==> config.mk <==
export PLATFORM = sky130hd
export DESIGN_NAME = shift_reg_pipe_flat
export DESIGN_NICKNAME = d
export VERILOG_FILES = /design/src/rtl/shift_reg_pipe_if.sv /design/src/rtl/shift_reg_pipe.sv /design/src/flat_wrapper.sv
export SDC_FILE = /design/constraint.sdc
export NUM_CORES = 1
export LEC_CHECK = 0
export CAP_MARGIN = 20
export CORE_MARGIN = 5
export CORE_UTILIZATION = 36
export CTS_CLUSTER_DIAMETER = 150
export DETAILED_ROUTE_END_ITERATION = 10
export PLACE_DENSITY = 0.67
export RECOVER_POWER = 50
export SYNTH_ARGS = -nofsm -noshare
export SYNTH_HDL_FRONTEND = slang
export SYNTH_SLANG_ARGS = --single-unit
export TNS_END_PERCENT = 10
==> constraint.sdc <==
create_clock -name clk -period 3.3 [get_ports clk]
set_clock_uncertainty 0.2 [all_clocks]
set_input_delay 0.495 -clock clk [delete_from_list [all_inputs] [get_ports clk]]
set_output_delay 0.495 -clock clk [all_outputs]
set_load 0.01 [all_outputs]
==> src/rtl/shift_reg_pipe_if.sv <==
// Control/data bundle for shift_reg_pipe: the driver side is the master,
// the register itself is the slave.
interface shift_reg_pipe_if #(
    parameter int WIDTH = 8,
    parameter int DEPTH = 16
);
    localparam int SEL_W = $clog2(DEPTH);
    localparam int CNT_W = $clog2(DEPTH + 1);

    logic                   shift_en;
    logic                   dir;
    logic                   rot;
    logic [WIDTH-1:0]       shift_in;
    logic                   load;
    logic [WIDTH*DEPTH-1:0] load_data;
    logic [SEL_W-1:0]       tap_sel;
    logic [WIDTH-1:0]       shift_out;
    logic [WIDTH-1:0]       tap_out;
    logic [WIDTH*DEPTH-1:0] par_out;
    logic [CNT_W-1:0]       fill_cnt;
    logic                   full;
    logic                   empty;

    modport master (
        output shift_en, dir, rot, shift_in, load, load_data, tap_sel,
        input  shift_out, tap_out, par_out, fill_cnt, full, empty
    );

    modport slave (
        input  shift_en, dir, rot, shift_in, load, load_data, tap_sel,
        output shift_out, tap_out, par_out, fill_cnt, full, empty
    );
endinterface

==> src/rtl/shift_reg_pipe.sv <==
// Bidirectional multi-lane shift register with rotate, parallel load,
// random-access tap and a saturating fill counter.
module shift_reg_pipe #(
    parameter int WIDTH = 8,
    parameter int DEPTH = 16
) (
    input  logic             clk,
    input  logic             clr,
    shift_reg_pipe_if.slave  bus
);
    localparam int SEL_W = $clog2(DEPTH);
    localparam int CNT_W = $clog2(DEPTH + 1);
    localparam logic [CNT_W-1:0] FULL_CNT = CNT_W'(DEPTH);

    logic [WIDTH-1:0]       r_stage [DEPTH];
    logic [CNT_W-1:0]       r_fill;
    logic [WIDTH-1:0]       w_next  [DEPTH];
    logic [WIDTH-1:0]       w_shift_out;
    logic [WIDTH-1:0]       w_entry;
    logic [WIDTH-1:0]       w_tap;
    logic [WIDTH*DEPTH-1:0] w_par;

    // Exit stage depends on direction; in rotate mode it becomes the entry.
    assign w_shift_out = bus.dir ? r_stage[0] : r_stage[DEPTH-1];
    assign w_entry     = bus.rot ? w_shift_out : bus.shift_in;

    always_comb begin
        // NOTE: every element gets a default first so no path leaves it unassigned (no latch).
        for (int i = 0; i < DEPTH; i++) w_next[i] = '0;
        if (bus.dir) begin
            for (int i = 0; i < DEPTH - 1; i++) w_next[i] = r_stage[i+1];
            w_next[DEPTH-1] = w_entry;
        end else begin
            w_next[0] = w_entry;
            for (int i = 1; i < DEPTH; i++) w_next[i] = r_stage[i-1];
        end
    end

    // NOTE: the stage array is cleared on clr because the block promises all-zero outputs after reset.
    always_ff @(posedge clk) begin
        // NOTE: non-blocking assignments so every stage samples the pre-edge values of its neighbours.
        if (clr) begin
            for (int i = 0; i < DEPTH; i++) r_stage[i] <= '0;
            r_fill <= '0;
        end else if (bus.load) begin
            for (int i = 0; i < DEPTH; i++) r_stage[i] <= bus.load_data[i*WIDTH +: WIDTH];
            r_fill <= FULL_CNT;
        end else if (bus.shift_en) begin
            for (int i = 0; i < DEPTH; i++) r_stage[i] <= w_next[i];
            if (!bus.rot && (r_fill != FULL_CNT)) r_fill <= r_fill + CNT_W'(1);
        end
    end

    always_comb begin
        w_par = '0;
        for (int i = 0; i < DEPTH; i++) w_par[i*WIDTH +: WIDTH] = r_stage[i];
    end

    // Only non-power-of-two depths can select a missing stage.
    generate
        if ((1 << SEL_W) == DEPTH) begin : g_tap_full
            assign w_tap = r_stage[bus.tap_sel];
        end else begin : g_tap_part
            assign w_tap = (32'(bus.tap_sel) < DEPTH) ? r_stage[bus.tap_sel] : '0;
        end
    endgenerate

    assign bus.shift_out = w_shift_out;
    assign bus.tap_out   = w_tap;
    assign bus.par_out   = w_par;
    assign bus.fill_cnt  = r_fill;
    assign bus.full      = (r_fill == FULL_CNT);
    assign bus.empty     = (r_fill == '0);
endmodule

==> src/flat_wrapper.sv <==
// flat-port wrapper written by rule: the top's interface ports become plain ports
module shift_reg_pipe_flat 
#(
    parameter int WIDTH = 8,
    parameter int DEPTH = 16
)
  (clk, clr, bus_shift_en, bus_dir, bus_rot, bus_shift_in, bus_load, bus_load_data, bus_tap_sel, bus_shift_out, bus_tap_out, bus_par_out, bus_fill_cnt, bus_full, bus_empty);
  shift_reg_pipe_if #(.WIDTH(WIDTH), .DEPTH(DEPTH)) bus_i ();
  input  logic clk;
  input  logic clr;
  input wire logic [$bits(bus_i.shift_en)-1:0] bus_shift_en;
  input wire logic [$bits(bus_i.dir)-1:0] bus_dir;
  input wire logic [$bits(bus_i.rot)-1:0] bus_rot;
  input wire logic [$bits(bus_i.shift_in)-1:0] bus_shift_in;
  input wire logic [$bits(bus_i.load)-1:0] bus_load;
  input wire logic [$bits(bus_i.load_data)-1:0] bus_load_data;
  input wire logic [$bits(bus_i.tap_sel)-1:0] bus_tap_sel;
  output wire logic [$bits(bus_i.shift_out)-1:0] bus_shift_out;
  output wire logic [$bits(bus_i.tap_out)-1:0] bus_tap_out;
  output wire logic [$bits(bus_i.par_out)-1:0] bus_par_out;
  output wire logic [$bits(bus_i.fill_cnt)-1:0] bus_fill_cnt;
  output wire logic [$bits(bus_i.full)-1:0] bus_full;
  output wire logic [$bits(bus_i.empty)-1:0] bus_empty;
  assign bus_i.shift_en = bus_shift_en;
  assign bus_i.dir = bus_dir;
  assign bus_i.rot = bus_rot;
  assign bus_i.shift_in = bus_shift_in;
  assign bus_i.load = bus_load;
  assign bus_i.load_data = bus_load_data;
  assign bus_i.tap_sel = bus_tap_sel;
  assign bus_shift_out = bus_i.shift_out;
  assign bus_tap_out = bus_i.tap_out;
  assign bus_par_out = bus_i.par_out;
  assign bus_fill_cnt = bus_i.fill_cnt;
  assign bus_full = bus_i.full;
  assign bus_empty = bus_i.empty;
  shift_reg_pipe #(.WIDTH(WIDTH), .DEPTH(DEPTH)) u_core (.clk(clk), .clr(clr), .bus(bus_i));
endmodule
# Word-level counts from Yosys, hierarchy flattened
# Memories as Yosys holds them, arrays and structs flattened.
# Cells that the tools add are included.
[op_classes]
reduce_logical = 8
add_sub_neg = 1
n_bitwise = 32
eq_ne = 2
mux = 47
[op_table]
columns = ["op", "n"]
rows = [
  ["two-way mux 8 bit", 34],
  ["two-way mux 128 bit", 1],
  ["OR 1 bit", 32],
  ["two-way mux 5 bit", 3],
  ["two-way mux 1 bit", 9],
  ["adder 5 x 1 -> 5 bit (second input constant)", 1],
  ["== test 5 bit (second input constant)", 1],
  ["logical NOT 5 bit", 1],
  ["inequality test 5 bit (second input constant)", 1],
  ["AND reduction 2 bit", 2],
  ["nonzero test 2 bit", 2],
  ["OR reduction 2 bit", 1],
  ["logical AND 1 bit", 1],
  ["logical NOT 1 bit", 1],
]
[totals]
in_bits = 146
ramBits = 128
regBits = 5
output_inout_bits = 151
word_cells = 93
n_memories = 1
[mem_list]
columns = ["name", "words", "width", "rd", "rd_clocked_by_memory_dff", "write_ports", "line", "source"]
rows = [
  ["u_core.r_stage", 16, 8, 17, 0, 16, "shift_reg_pipe.sv:15", "logic [WIDTH-1:0] r_stage [DEPTH];"],
]

# Longest topological paths before layout
[depth]
depth_word = 5
depth_mapped = 6
ltp_nobuf = 6

# Least setup slack after synthesis
# Ideal clock, no wire load.
[synth_path]
path_type = "input to register"
startpoint = "input bus_load"
endpoint = "memory u_core.r_stage[0][0] (enable)"
setup_slack_ns = 0.768
path_stages = 1
required_time_ns = 2.675
path_buffers = 0
setup_ns = 0.425
t_arrival_ns = 1.907
path_cell_list = "or3_1"
[synth_rtl]
columns = ["item", "line", "source"]
rows = [
  ["start, declared", "flat_wrapper.sv:15", "input wire logic [$bits(bus_i.load)-1:0] bus_load;"],
  ["end, declared", "shift_reg_pipe.sv:15", ""],
]

# Worst setup path after layout
[layout_path]
startpoint = "input bus_tap_sel[0]"
endpoint = "output bus_tap_out[3]"
[layout_via]
elab_chain_cells = 1
[layout_lines]
columns = ["item", "line", "source"]
rows = [
  ["start, declared", "flat_wrapper.sv:17", "input wire logic [$bits(bus_i.tap_sel)-1:0] bus_tap_sel;"],
  ["memory read (16 x 8 bit)", "--", ""],
  ["end, declared", "flat_wrapper.sv:19", "output wire logic [$bits(bus_i.tap_out)-1:0] bus_tap_out;"],
]
# No other way between the ends.

==> flow_summary.ini <==
[clock_network]
clk_pin_slew_ns = 0.06
cts.path.max_buffers = 2
cts_hold_buf = 0
clkLatencyLatePin_ns = 0.43
cts_max_level = 4
cts.sinks = 133
cts_made_buffers = 17
cts_tree = done
cts-root-buf = clkbuf_16

[placed_design]
dpl_cell_area_um2 = 11500
io_buffers = 296
place.gp.congestion = 0.886
hpwlAfterDp_um = 24700

[worst_setup_path]
crit_required_ns = 2.60
cp.arrival_ns = 2.44
cp-end-kind = output port
reg2reg_depth = 6
cp_max_fo = 11
worstSetupPathType = in -> out
cp-start-kind = input port

[min_path]
whs_path_depth = 2
min_path_type = reg -> reg

[timing]
slew_violations = 57
period_share_pct = 95.1
tns_ns = 0
max_freq_ghz = 0.318
final_hold_viol_count = 0
hold_slack_ns = 0.326
rsz0062_at_grt = no
slew_headroom_pct = -3.19
timing.final.crit_period_ns = 3.14
setup_viol = 0
worst_slew_pin_slew_ns = 1.55

[logic_synthesis]
synth-edff-count = 128
synthTopCellsByArea = edfxtp_1 (47%), mux2i_1 (16%), mux4_1 (5.8%)
synth-seq-cells = 133
synth_top_area_share_pct = 47.2
synth_cells = 655
postSynth.asyncResetShare_pct = 0
ys_top_cells_by_count = edfxtp_1 (128), mux2i_1 (128), nand2_1 (88)
yosysSeqAreaShare_pct = 48.5
synth_flop_cell = edfxtp_1
synth_top_area_cell = edfxtp_1
synthesis.nets = 803
synth.avg_cell_area_um2 = 12.4
ys_types = 38
syn_area_um2 = 8140
synth_warnings = 0

[die]
die_y_um = 160
core-area_um2 = 22400
num_rows = 55
die_area_um2 = 25700
start_util_pct = 36.3
ios = 297
die_w_um = 160

[route]
viasPerCell = 5.68
drt-initial-drc-count = 790
wl_um = 33900
drcViolationCount = 0
drt_pre_antenna_iters = 5
wl_per_cell_um = 27.0
antenna_left = 0
route.vias.total = 7146

[outcome]
status = finished, violations left
violations = max-capacitance violations, max-slew violations

[cells_and_area]
syn2layout_area_growth_pct = 48.4
design_area_um2 = 12100
nNetsFinal = 1104
drive_above_1_share_pct = 10.4

[global_route]
overflow = 0
grt_pass1_wl_um = 48500
grt_max_degree = 97
grt_usage_pct = 25.3
grt_pass1_vias = 7351
antenna_found_initial = 4

[pwr]
ir_drop_mv = 0.317
p_leak_uw = 0.00492
pwr_density_cell_nw_per_um2 = 443

[flow_run]
drv_cap = 1
## layout by cell type, fill, tap and decap left out, types with 3 or more instances in the layout
master,instances
a211oi_1,8
clkbuf_16,17
o21ai_0,83
clkinv_2,3
a21o_1,9
nor2_1,10
a21oi_1,4
mux2_2,8
a22oi_1,16
diode_2,3
clkdlybuf4s50_1,211
clkbuf_2,3
clkinv_1,3
bufinv_16,3
dfxtp_1,5
edfxtp_1,128
nand3_1,4
dlygate4sd3_1,82
o2bb2ai_1,40
clkinvlp_4,5
inv_1,6
mux4_2,13
mux4_1,18
a22o_1,8
buf_12,3
mux2i_1,128
buf_4,35
nand2_1,88
## final cells by class
cell class	count	area, um2
timing repair buffer	339	3320
antenna	3	7.51
fill	2000	10400
tap	285	357
inverter	6	22.5
sequential	133	3940
clock buffer	17	425
clock inverter	15	163
multi-input combinational	459	3840
## report_power, final
| group | internal [uW] | switching (uW) | total, uW |
|---|---|---|---|
| registers | 2020 | 222 | 2240 |
| clock network | 1180 | 778 | 1960 |
| logic | 655 | 503 | 1160 |
## path summary, 6_finish.rpt
kind | from | end | slack [ns]
max | bus_tap_sel[0] | bus_tap_out[3] | 0.16
min | u_core.bus.fill_cnt[3] | u_core.bus.fill_cnt[3] | 0.33
max reg2reg | u_core.bus.fill_cnt[0] | u_core.bus.fill_cnt[3] | 1.44
min reg2reg | u_core.bus.fill_cnt[3] | u_core.bus.fill_cnt[3] | 0.33
## cells by family after synthesis
family / Yosys count / synth area share, %
AO/OA/AOI/OAI: 171 / 14.3
adder cells (fa/ha/maj): 2 / 0.308
buffers and inverters: 63 / 4.12
flip-flops: 133 / 48.5
multiplexers: 168 / 26.6
AND/OR/NAND/NOR: 118 / 6.24
## metrics by stage
stage                     setup slack (ns)  power (uW)  cells  util (%)
after floorplan                      0.768        2670    655         -
after global placement              0.0495        3460   1222      51.4
after detailed placement           0.00858        3460   1222      51.4
after CTS                           0.0356        5390   1254      54.1
after global routing                0.0740        5520   1257      53.8
final                                0.160        5350   1257      53.8
## critical path, stage by stage
cell and delay (ns):
buf_2 0.30, buf_4 0.24, mux4_1 0.58, a22oi_1 0.22
nand2_1 0.08, clkdlybuf4s50_1 0.52
## registers in the layout, summed over array words and instances, names as in the netlist
signal               flops
u_core.r_stage         128
u_core.bus.fill_cnt      5
## per-layer routing
layer	vias to the layer above	GRT usage (%)	wire (um)
met3	52	7.85	3190
met5	-	0	13
met1	3516	31.9	13500
met2	397	41.7	16300
li1	3179	-	-
met4	2	8.13	908
## timing repair
item	4_1_cts	5_1_grt
setup endpoints to repair	1	8
gates resized for setup	1	1
setup buffers	0	0
No activity file was read; power rests on OpenSTA's default activity.
